## config.mk

```make
export PLATFORM = sky130hd
export DESIGN_NAME = trace_time_stamper
export DESIGN_NICKNAME = d
export VERILOG_FILES = /design/src/rtl/trace_time_stamper.sv
export SDC_FILE = /design/constraint.sdc
export NUM_CORES = 1
export LEC_CHECK = 0
export BUFFER_PORTS_ARGS = -buffer_cell sky130_fd_sc_hd__buf_2
export CORE_MARGIN = 2
export CORE_UTILIZATION = 40
export CTS_BUF_LIST = sky130_fd_sc_hd__clkbuf_4 sky130_fd_sc_hd__clkbuf_8 sky130_fd_sc_hd__clkbuf_16
export DETAILED_ROUTE_END_ITERATION = 8
export SLEW_MARGIN = 10
export SYNTH_ARGS = -nofsm -noshare
export SYNTH_HDL_FRONTEND = slang
export SYNTH_SLANG_ARGS = --single-unit
```

## constraint.sdc

```tcl
create_clock -name clk -period 3.54 [get_ports clk]
set_input_delay 0.708 -clock clk [delete_from_list [all_inputs] [get_ports clk]]
set_output_delay 0.708 -clock clk [all_outputs]
set_load 0.01 [all_outputs]
```

## src/rtl/trace_time_stamper.sv

```systemverilog
// Captures {timestamp, value} change records into a small FWFT FIFO and
// sequences end-of-test: run for a fixed cycle count, drain, then finish.
module trace_time_stamper #(
    parameter int PERIOD_UNITS = 1,
    parameter int VAL_W        = 32,
    parameter int TS_W         = 48,
    parameter int DEPTH        = 4,
    parameter int FINISH_CYC   = 10
) (
    input  logic             clk,
    input  logic             rst_n,
    input  logic             en_i,
    input  logic [VAL_W-1:0] value_i,
    output logic             out_valid,
    input  logic             out_ready,
    output logic [TS_W-1:0]  out_ts,
    output logic [VAL_W-1:0] out_value,
    output logic [7:0]       drop_cnt,
    output logic             ts_wrap,
    output logic             finish_o,
    output logic             done_o
);

    localparam int AW = $clog2(DEPTH);
    localparam int PW = AW + 1;
    localparam int CW = $clog2(FINISH_CYC) + 1;
    localparam logic [CW-1:0]   LAST_CYC = CW'(FINISH_CYC - 1);
    localparam logic [TS_W:0]   STEP     = (TS_W+1)'(PERIOD_UNITS);

    typedef enum logic [1:0] {S_IDLE, S_RUN, S_DRAIN, S_DONE} state_t;

    state_t            r_state;
    state_t            w_next;
    logic [CW-1:0]     r_cyc;
    logic [TS_W-1:0]   r_ts;
    logic [VAL_W-1:0]  r_last;
    logic [TS_W-1:0]   r_mem_ts  [DEPTH];
    logic [VAL_W-1:0]  r_mem_val [DEPTH];
    logic [PW-1:0]     r_wr;
    logic [PW-1:0]     r_rd;
    logic [7:0]        r_drop;
    logic              r_wrap;
    logic              r_finish;

    logic              w_empty;
    logic              w_full;
    logic              w_last;
    logic              w_push;
    logic              w_pop;
    logic              w_wr_en;
    logic              w_drop;
    logic [TS_W:0]     w_ts_sum;

    assign w_empty  = (r_wr == r_rd);
    assign w_full   = (r_wr[AW] != r_rd[AW]) && (r_wr[AW-1:0] == r_rd[AW-1:0]);
    assign w_last   = (r_state == S_RUN) && (r_cyc == LAST_CYC);
    // First RUN cycle always dumps the current value; later cycles only on change.
    assign w_push   = (r_state == S_RUN) && ((r_cyc == '0) || (value_i != r_last));
    assign w_pop    = !w_empty && out_ready;
    assign w_wr_en  = w_push && (!w_full || w_pop);
    assign w_drop   = w_push && w_full && !w_pop;
    assign w_ts_sum = {1'b0, r_ts} + STEP;

    always_comb begin
        w_next = r_state;
        case (r_state)
            S_IDLE:  if (en_i) w_next = S_RUN;
            S_RUN:   if (w_last) w_next = S_DRAIN;
            S_DRAIN: if (w_empty && !w_push) w_next = S_DONE;
            S_DONE:  w_next = S_DONE;
            default: w_next = S_IDLE;
        endcase
    end

    always_ff @(posedge clk) begin
        if (!rst_n) begin
            r_state   <= S_IDLE;
            r_cyc     <= '0;
            r_ts      <= '0;
            r_last    <= '0;
            r_mem_ts  <= '{default: '0};
            r_mem_val <= '{default: '0};
            r_wr      <= '0;
            r_rd      <= '0;
            r_drop    <= '0;
            r_wrap    <= 1'b0;
            r_finish  <= 1'b0;
        end else begin
            r_state  <= w_next;
            r_finish <= (r_state == S_DRAIN) && (w_next == S_DONE);
            if (r_state == S_RUN) begin
                r_last <= value_i;
                // Time only advances while another RUN cycle follows.
                if (!w_last) begin
                    r_cyc <= r_cyc + 1'b1;
                    r_ts  <= w_ts_sum[TS_W-1:0];
                    if (w_ts_sum[TS_W]) r_wrap <= 1'b1;
                end
            end
            if (w_wr_en) begin
                r_mem_ts[r_wr[AW-1:0]]  <= r_ts;
                r_mem_val[r_wr[AW-1:0]] <= value_i;
                r_wr <= r_wr + 1'b1;
            end
            if (w_pop) r_rd <= r_rd + 1'b1;
            if (w_drop && (r_drop != 8'hFF)) r_drop <= r_drop + 1'b1;
        end
    end

    assign out_valid = !w_empty;
    assign out_ts    = r_mem_ts[r_rd[AW-1:0]];
    assign out_value = r_mem_val[r_rd[AW-1:0]];
    assign drop_cnt  = r_drop;
    assign ts_wrap   = r_wrap;
    assign finish_o  = r_finish;
    assign done_o    = (r_state == S_DONE);

endmodule

```

Word level (Yosys, flattened, before mapping) --
Cells that the tools add are included.
Storage, ports and cells: flip-flop bits (word level) 423, input port bits 36, output and inout port bits 92
Operators by class: bitwise gates (word level) 3, reduce and logical (&&, ||, !) cells 21, $add $sub $neg 5, mux-type cells 16, magnitude comparators 3, eq/ne operators 10
Operators with widths (number):
- 192-bit bitwise mux | 1
- 48-bit 2-to-1 mux | 3
- 128-bit bitwise mux | 1
- 48-bit binary-select mux with 2-bit select | 1
- 48-bit demux with 2-bit select | 1
- 32-bit 2-to-1 mux | 3
- 32-bit binary-select mux with 2-bit select | 1
- 32-bit demux with 2-bit select | 1
- 48-bit by 1-bit adder with 49-bit output, second input constant | 1
- 32-bit != test | 1
- 1-bit logical AND | 11
- 8-bit by 1-bit adder with 8-bit output, second input constant | 1
- 8-bit != test, second input constant | 1
- 2-bit one-hot mux with 4 select lines | 1
- 3-bit by 1-bit adder with 3-bit output, second input constant | 2
- 2-bit equality test, second input constant | 3
- 3-bit greater-or-equal comparator, second input constant | 2
- 2-bit 2-to-1 mux | 3
- 2-bit inverter with 3-bit output | 2
- 5-bit by 1-bit adder with 5-bit output, second input constant | 1
- 5-bit by 4-bit equality test with 1-bit output, second input constant | 1
- 5-bit logical NOT | 1
- 1-bit logical NOT | 4
- 3-bit equality test | 1
- other kinds (9) | 10

Longest topological paths before layout --
Gate-level depths: netlist of the first run.
depth in word-level cells 9, depth in mapped cells 11, gate-level depth less buffers 8

Least setup slack after synthesis of the first run --
No wires, ideal clock.
path kind input to register, start point input port value_i[2], end point register r_mem_ts[100] in the netlist's numbering, stages on the path 9, data required time 3.414 ns, path slack 1.011 ns, setup time 0.126 ns, arrival time 2.403 ns, path through xnor2_1 -> nand4_1 -> nor4_1 -> and3_1 -> clkbuf_1 -> buf_2 -> nor2_2 -> buf_2 -> mux2i_1
On the way: word-level cells in the longest chain between the ends 4
RTL lines:
- start: declaration | line 13 | input logic [VAL_W-1:0] value_i,
- 32-bit != test | line 58 | assign w_push = (r_state == S_RUN) && ((r_cyc == '0) || (value_i != r_last));
- 1-bit logical OR | line 58
- 1-bit logical AND | line 58
- 1-bit logical AND | line 60 | assign w_wr_en = w_push && (!w_full || w_pop);
- end signal: indexed assignment | line 101 | r_mem_ts[r_wr[AW-1:0]] <= r_ts;
- end: declaration | line 37 | logic [TS_W-1:0] r_mem_ts [DEPTH];
No other way between the ends. A chain may end at the register's enable or synchronous reset.

Worst setup path in the final report of the first run --
start point register r_rd[0], end point output port out_ts[11]
On the way: word-level cells in the longest chain between the ends 4
RTL lines:
- start: declaration | line 40 | logic [PW-1:0] r_rd;
- start signal: assignment | line 105 | if (w_pop) r_rd <= r_rd + 1'b1;
- 2-bit inverter with 3-bit output (implied by the code) | line 111 | assign out_ts = r_mem_ts[r_rd[AW-1:0]];
- 48-bit binary-select mux with 2-bit select | line 111
- 48-bit 2-to-1 mux (implied by the code) (2 in series) | line 111
- end: declaration | line 16 | output logic [TS_W-1:0] out_ts,
No other way between the ends. The select of a mux whose other input is x is not followed.

==> qor.csv, run 1 <==
metric,value,unit
Final ANT Viol Nets,0,
Die Ht,217,µm
Layout fillers,4101,
antenna violations before repair,2,
"Arr. time, crit path",2.36,ns
via count,12800,
final net count,1913,
row cnt,77,
Skew-Pair Late Insertion Delay,0.56,ns
vias in the first global route,12700,
# DRC,0,
outcome,finished clean,
CP startpoint,r_rd[0],
Port Buffer Count,127,
Peak VDD IR,0.321,mV
Worst Path Max Fanout,82,
"non-filler cells, final",2497,
hold bufs inserted after CTS,0,
# setup viols final,0,
clock tree sinks,423,
chip width,217,µm
pre-CTS setup slack,0.369,ns
initial DRC count,660,
Final Hold Fails,0,
number of setup buffers added after CTS,0,
Ys Warns,0,
Max Cap Viol,0,
CTS root buf,clkbuf_16,
Ports,128,
first-pass GRT wire length,69500,µm
Die ar.,47000,µm²
Critical Path RT,2.83,ns
# placed instances,2411,
Yosys cell types,45,
"Min Clock Period, post-route",3.07,ns
RSZ-0062 raised after global routing,no,
Worst Hold Class,input port to register,
Rel. slew slack,31.7,%
crit path kind,register to output port,
synthesized netlist cell count,1784,
period utilisation layout,86.6,%
Syn-to-layout area delta,16.1,%
final clock skew,0.0169,ns
"EDFF count, synth",0,
start of the worst register-to-register path,r_cyc[0],
reg2reg end,r_mem_ts[130],
nature of the critical path startpoint,register,
total negative setup slack,0,ns
mapped cell area,18100,µm²
largest net degree at the start of global routing,215,
Initial Util,40.8,%
Leak,7.38,nW
CORE AREA,44400,µm²
H-tree depth,2,
post-CTS sizing,0,
Overall Global Routing Usage,18.3,%
HPWL Detailed,27100,µm
final worst slack,0.473,ns
TritonCTS clock tree,done,
placed instance area,19400,µm²
Final Core Density,47.3,%
Post-Syn Area per Cell,10.2,µm²
async set-reset flop share out of synthesis,0,%
post-synthesis net count,1830,
final WL,43300,µm
vias per inst,5.12,
Setup crit end,out_ts[11],
TritonRoute pass-1 iters,5,
Worst-path clk slew,0.06,ns
R2R Setup Slk,0.54,ns
TritonCTS buffer count,46,
Overflow after GRT,0,
routability-driven placement congestion ratio,0.778,
Slew @ Worst Pin,1.02,ns
Max Root-Sink Buffers,3,
share of post-route cells with drive strength above 1,17.5,%
R2R cell count,9,
Max Slew Vio Count,0,
dominant register cell in the synthesized netlist,dfxtp_1,
sequential area share after synthesis,46.8,%
Max Freq,326,MHz
PD cells,518,nW/µm²
WL/cell,17.3,µm
flop and latch count out of synthesis,423,
Worst setup EP type,output port,
final instance area,21000,µm²
-- where the power goes --
| group | switching, W | leakage (nW) | internal [W] |
|---|---|---|---|
| logic | 0.000611 | 3.16 | 0.000420 |
| registers | 0.0000520 | 3.42 | 0.00484 |
| clock network | 0.00195 | 0.797 | 0.00301 |
-- worst min path at each step --
| stage | startpoint | end | slack [ns] | cells after the start |
|---|---|---|---|---|
| after detailed placement | r_mem_ts[143] | r_mem_ts[143] | 0.44 | 2 |
| final | value_i[4] | r_last[4] | 0.41 | 3 |
| after global placement | r_mem_val[90] | r_mem_val[90] | 0.44 | 2 |
| after global routing | value_i[14] | r_last[14] | 0.40 | 3 |
| after floorplan | r_mem_ts[48] | r_mem_ts[48] | 0.43 | 2 |
| after CTS | value_i[4] | r_last[4] | 0.38 | 3 |
-- cells by family after synthesis --
logic type | synth area share, %
DFF | 46.8
and+or+nand+nor | 15.3
adders and majority gates | 0.691
muxes | 27.9
buffers and inverters | 3.19
xor gates and xnor gates | 3.92
AOI/OAI and AO/OA | 2.28
-- routing by layer --
layer	track usage, %	share of wire (%)	vias to the layer above	wire [µm]
met5	0	0	-	0
met4	4.59	1.6	0	682
met3	3.62	3.9	46	1700
met2	30.3	48	210	20600
met1	24.6	47	6259	20300
li1	-	-	6268	-
-- layout by cell type (no fill, tap or decap), types with 26 or more instances in the layout --
master,instances
a21oi_1,50
clkbuf_16,47
nand2_1,492
buf_2,126
xnor2_1,56
mux2i_1,325
nand3_1,26
mux4_2,80
dfxtp_1,421
nor2_1,53
-- cells in the mapped netlist, types with 2 or more instances --
| master | count | area share, % |
|---|---|---|
| a21bo_1 | 2 | 0.11 |
| or2_2 | 2 | 0.069 |
| or3_1 | 7 | 0.24 |
| nor3_1 | 5 | 0.14 |
| or4_1 | 6 | 0.25 |
| o21a_1 | 2 | 0.083 |
| nor2b_1 | 2 | 0.069 |
| nand2b_1 | 4 | 0.14 |
| nor2_2 | 3 | 0.10 |
| buf_2 | 38 | 1.1 |
| nand2_1 | 492 | 10 |
| buf_1 | 11 | 0.23 |
| a21oi_1 | 50 | 1.4 |
| o31ai_1 | 2 | 0.083 |
| xnor2_1 | 56 | 2.7 |
| and4_1 | 4 | 0.19 |
| dfxtp_1 | 423 | 47 |
| nor2_1 | 54 | 1.1 |
| clkbuf_1 | 70 | 1.5 |
| and2_1 | 4 | 0.14 |
| ha_1 | 10 | 0.69 |
| and3_1 | 9 | 0.31 |
| nor4b_1 | 2 | 0.097 |
| xor2_1 | 25 | 1.2 |
| mux4_2 | 80 | 9.9 |
| mux2i_1 | 325 | 18 |
| o21ai_0 | 9 | 0.25 |
| nand4_1 | 18 | 0.62 |
| nand3_1 | 26 | 0.72 |
| nor4_1 | 6 | 0.21 |
| nor3b_1 | 3 | 0.12 |
| nand3b_1 | 3 | 0.12 |
| inv_1 | 19 | 0.39 |
-- worst max-delay path, stage by stage, from the launching register on --
cell and delay, ns:
dfxtp_4 0.36, buf_12 0.57, mux4_2 0.66, buf_2 0.17
-- stage by stage --
stage	power (W)	hold slack, ns
finish	0.0109	0.414
global route	0.0113	0.399
CTS	0.0110	0.382
detailed placement	0.00605	0.443
global placement	0.00604	0.438
floorplan	0.00573	0.432
-- registers in the layout, summed over array words and instances (netlist names), 2 cells and up --
name	cells
r_wr	3
r_ts	48
r_mem_ts	192
r_mem_val	128
r_cyc	5
r_state	2
drop_cnt	8
r_last	32
r_rd	3
-- cell type report --
| class | instances | area, µm² | share of cell area [%] |
|---|---|---|---|
| tap | 592 | 741 | 3.52 |
| antenna | 2 | 5.00 | 0.0238 |
| clock inverter | 16 | 166 | 0.791 |
| inverter | 19 | 71.3 | 0.339 |
| sequential | 423 | 8480 | 40.3 |
| multi-input combinational | 1222 | 9090 | 43.3 |
| timing repair buffer | 155 | 1040 | 4.96 |
| clock buffer | 68 | 1430 | 6.79 |
Power figures use the tool's default switching activity.
==> run 2: changes to the inputs <==
- CTS_CLUSTER_SIZE: unset -> 16
- GPL_TIMING_DRIVEN: unset -> 0
==> run 2 against run 1 <==
The run now ends with setup timing left; utilization increased by 0.17 points; fmax is 15% lower; setup slack lost 0.52 ns; via count is 4.9% higher; non-clock buffer count is 91 higher; total power grew 1.1%; critical endpoint is now out_value[2].
==> qor.csv, run 2 (synthesis gave the netlist of run 1 again) <==
metric,value,unit
outcome,"complete, but fails checks",
failing checks,setup timing,
Worst Hold Slack,0.405,ns
Peak VDD IR,0.296,mV
vias per inst,5.18,
first-pass GRT wire length,77000,µm
clock tree sinks,423,
final clock skew,0.0299,ns
Syn-to-layout area delta,16.5,%
"commonest non-fill, non-tap cell in the layout",nand2_1,
Leak,7.49,nW
number of setup buffers added after CTS,0,
Critical Path RT,2.83,ns
Final Hold Fails,0,
"commonest cells after routing, fill and taps aside","nand2_1 (492), dfxtp_1 (423), mux2i_1 (325), buf_2 (164), mux4_2 (80)",
Final ANT Viol Nets,0,
row cnt,77,
period utilisation layout,101,%
PD cells,522,nW/µm²
Overall Global Routing Usage,20.9,%
HPWL Detailed,33800,µm
Worst Hold Class,input port to register,
CP peak stage delay,0.73,ns
WL/cell,19.0,µm
CP dominant cell by count,buf_2,
Rel. slew slack,25.5,%
"Min Clock Period, post-route",3.59,ns
Int Pwr,0.00835,W
Sw Ratio,24.2,%
share of post-route cells with drive strength above 1,17.1,%
TritonRoute pass-1 iters,5,
Max Cap Viol,0,
clock share of power,45.7,%
final worst slack,-0.0486,ns
largest net degree at the start of global routing,13,
antenna violations before repair,5,
"Arr. time, crit path",2.88,ns
Crit path max-delay family,buffers and inverters,
routability-driven placement congestion ratio,0.837,
Gate power share,9.9,%
Port Buffer Count,126,
# setup viols final,16,
final net count,2004,
final WL,49100,µm
Max Root-Sink Buffers,3,
Worst setup EP type,output port,
Worst Path Max Fanout,10,
register share of total power,44.4,%
TritonCTS buffer count,46,
Overflow after GRT,0,
initial DRC count,811,
Worst path slowest cell,clkdlybuf4s15_1,
Max Freq,279,MHz
net switching power figure,0.00266,W
# placed instances,2502,
H-tree depth,2,
Die ar.,47000,µm²
Slew @ Worst Pin,1.10,ns
vias in the first global route,13800,
via count,13400,
crit path kind,register to output port,
worst-path cell chain,"buf_2, clkdlybuf4s15_1, mux4_2, buf_2",
total negative setup slack,-0.371,ns
"non-filler cells, final",2587,
Worst-path clk slew,0.06,ns
# DRC,0,
Regs by FF count,"r_mem_ts x192, r_mem_val x128, r_ts x48",
CP bufs+invs,3,
TritonCTS clock tree,done,
Die Ht,217,µm
CORE AREA,44400,µm²
Max Slew Vio Count,0,
RSZ-0062 raised after global routing,yes,
Largest register FFs,192,
chip width,217,µm
CTS root buf,clkbuf_16,
nature of the critical path startpoint,register,
Initial Util,40.8,%
Skew-Pair Late Insertion Delay,0.59,ns
"Most flops, register",r_mem_ts,
Ports,128,
-- run 2: final cells by class --
cell class,count,area [µm²]
fill,4088,23300
multi-input combinational,1222,9070
sequential,423,8470
clock buffer,71,1440
tap,592,741
timing repair buffer,126,631
buffer,120,517
clock inverter,10,154
inverter,19,71.3
antenna,4,10.0
-- run 2: power groups by stage --
stage	sequential [W]	combinational, W	clock (W)
2_1_floorplan	0.00498	0.000746	0
3_3_place_gp	0.00499	0.00108	0
3_5_place_dp	0.00500	0.00110	0
4_1_cts	0.00489	0.00110	0.00512
5_1_grt	0.00490	0.00117	0.00531
6_report	0.00489	0.00109	0.00503
-- run 2: tightest hold or removal path: cells and delay by family --
family | cells | cell delay (ns)
buf+inv | 1 | 0.12
simple gates | 1 | 0.05
compound gates | 1 | 0.05
-- run 2: per-stage QoR --
step | instance area, µm² | utilization, % | power [W] | worst slack, ns
after floorplan | 18100 | - | 0.00573 | 1.01
after global placement | 19500 | 43.9 | 0.00608 | 0.0136
after detailed placement | 19500 | 43.9 | 0.00609 | 0.0511
after CTS | 21100 | 47.5 | 0.0111 | -0.137
after global routing | 21100 | 47.5 | 0.0114 | -0.205
final | 21100 | 47.5 | 0.0110 | -0.0486
-- run 2: final timing paths --
check                   to  slack (ns)  depth (start not counted)          from
min reg2reg   r_mem_ts[95]        0.45                          2  r_mem_ts[95]
max           out_value[2]       -0.05                          4       r_rd[0]
max reg2reg  r_mem_val[91]        0.19                         11      r_cyc[0]
min              r_last[8]        0.40                          3    value_i[8]
-- run 2: layer usage --
layer  GRT usage (%)  vias up  part of all wire, %
met5               0        -                0.014
met4            7.81        2                  2.9
met3            4.07       88                  4.4
met2            34.3      249                   47
met1            27.3     6609                   46
li1                -     6456                    -
-- run 2: timing repair --
item                       in CTS  in global routing
gates resized for setup         2                  7
hold endpoints to repair        0                  0
pin swaps                       0                  0
hold buffers                    0                  0
setup endpoints to repair      79                 79
==> run 3: changes to the inputs <==
==> constraint.sdc (replaced) <==
create_clock -name clk -period 3.54 [get_ports clk]
set_input_delay 0.177 -clock clk [delete_from_list [all_inputs] [get_ports clk]]
set_output_delay 0.177 -clock clk [all_outputs]
set_load 0.01 [all_outputs]
==> run 3 against run 2 <==
Highest routed layer is now met4; clock-buffer cell count is the same; routed wire length grew 0.59%; largest power group unchanged; sequential cell count is the same; design area grew 1.5%; hold slack lost 0.37 ns; first-iteration DRC count shrank 8.1%; the flow now finishes without violations; fmax grew 7.5%.
==> qor.csv, run 3 (synthesis gave the netlist of run 1 again) <==
metric,value,unit
initial DRC count,745,
R2R Setup Slk,0.20,ns
Ports,128,
vias per inst,5.17,
total negative setup slack,0,ns
crit path kind,register to register,
Die ar.,47000,µm²
number of setup buffers added after CTS,0,
Overall Global Routing Usage,21.0,%
Critical Path RT,4.02,ns
Worst Path Max Fanout,10,
"Arr. time, crit path",3.82,ns
TritonCTS clock tree,done,
post-CTS sizing,0,
Port Buffer Count,126,
"commonest non-fill, non-tap cell in the layout",nand2_1,
Worst Hold Class,input port to register,
Final Hold Fails,0,
H-tree depth,2,
Max Cap Viol,0,
Slew @ Worst Pin,1.10,ns
WHS Path Cells,4,
vias in the first global route,14000,
via count,13500,
share of post-route cells with drive strength above 1,16.6,%
Leak,7.61,nW
Worst setup EP type,register,
Syn-to-layout area delta,18.3,%
"commonest cells after routing, fill and taps aside","nand2_1 (492), dfxtp_1 (423), mux2i_1 (325), buf_2 (164), mux4_2 (80)",
"non-filler cells, final",2618,
Largest register FFs,192,
final clock skew,0.0297,ns
outcome,finished clean,
Rel. slew slack,25.5,%
clock tree sinks,423,
chip width,217,µm
HPWL Detailed,33800,µm
Max Freq,299,MHz
TritonRoute pass-1 iters,5,
worst min-delay path endpoint,r_state[0],
PD cells,515,nW/µm²
nature of the critical path startpoint,register,
placed instance area,19500,µm²
final WL,49400,µm
R2R cell count,11,
period utilisation layout,94.3,%
Peak VDD IR,0.310,mV
Skew-Pair Late Insertion Delay,0.59,ns
final instance area,21400,µm²
start of the worst register-to-register path,r_cyc[0],
routability-driven placement congestion ratio,0.837,
final net count,2037,
Initial Util,40.8,%
Overflow after GRT,0,
Regs by FF count,"r_mem_ts x192, r_mem_val x128, r_ts x48",
min-delay src,en_i,
Tot Pwr,0.0110,W
"Most flops, register",r_mem_ts,
WL/cell,18.9,µm
"Min Clock Period, post-route",3.34,ns
Die Ht,217,µm
first-pass GRT wire length,77700,µm
largest net degree at the start of global routing,13,
Worst-path clk slew,0.06,ns
CP startpoint,r_cyc[0],
# placed instances,2502,
Max Slew Vio Count,0,
antenna violations before repair,1,
hold bufs inserted after CTS,33,
TritonCTS buffer count,46,
# DRC,0,
RSZ-0062 raised after global routing,no,
CTS root buf,clkbuf_16,
reg2reg end,r_mem_val[74],
# setup viols final,0,
Final ANT Viol Nets,0,
row cnt,77,
Max Root-Sink Buffers,3,
Layout fillers,4056,
CORE AREA,44400,µm²
run 3: cell count changes in the layout (fill, tap and decap cells not counted), sizes merged:
| cell | change |
|---|---|
| dlygate4sd3 | +33 |
| clkbuf | -4 |
| diode | -2 |
| buf | +5 |
| clkdlybuf4s15 | -1 |
run 3: layer usage:
layer | vias up | wire [µm] | GRT usage [%]
met2 | 258 | 23200 | 34.7
li1 | 6519 | - | -
met3 | 88 | 2300 | 4.04
met1 | 6665 | 22500 | 27.4
met5 | - | 0 | 0
met4 | 0 | 1450 | 7.72
run 3: stage by stage:
step / hold slack [ns] / worst slack [ns] / util, %
2_1_floorplan: 0.313 / 1.24 / -
6_report: 0.0340 / 0.201 / 48.2
4_1_cts: 0.0220 / 0.210 / 48.2
3_3_place_gp: 0.438 / 0.0346 / 43.9
3_5_place_dp: 0.445 / 0.241 / 43.9
5_1_grt: 0.0614 / 0.111 / 48.2
run 3: how the worst max path moves through the flow:
| stage | to | depth (start not counted) |
|---|---|---|
| 6_report | r_mem_val[74] | 11 |
| 5_1_grt | r_mem_ts[145] | 11 |
| 4_1_cts | r_mem_ts[145] | 11 |
| 3_5_place_dp | r_mem_ts[167] | 11 |
| 3_3_place_gp | r_mem_ts[8] | 10 |
| 2_1_floorplan | drop_cnt[4] | 7 |
run 3: worst max-delay path, stage by stage (launching register included):
cell      delay (ns)
dfxtp_1         0.36
inv_1           0.07
ha_1            0.13
or4b_1          0.49
nand4_1         0.10
nor3_1          0.11
and3_1          0.20
clkbuf_1        0.11
buf_2           0.19
nor2_2          0.73
buf_2           0.50
mux2i_1         0.23
run 3: where the power goes:
| part | switching (W) | total (W) | internal, W | leakage [nW] |
|---|---|---|---|---|
| registers | 0.0000499 | 0.00489 | 0.00484 | 3.42 |
| clock network | 0.00194 | 0.00502 | 0.00309 | 0.806 |
| logic | 0.000676 | 0.00111 | 0.000437 | 3.39 |
run 3: cell type report:
cell class | count | area, µm² | share of cell area [%]
sequential | 423 | 8470 | 39.5
timing repair buffer | 159 | 961 | 4.49
tap | 592 | 741 | 3.46
inverter | 19 | 71.3 | 0.333
buffer | 120 | 505 | 2.36
clock inverter | 10 | 154 | 0.719
multi-input combinational | 1222 | 9070 | 42.3
antenna | 2 | 5.00 | 0.0234
clock buffer | 71 | 1440 | 6.74
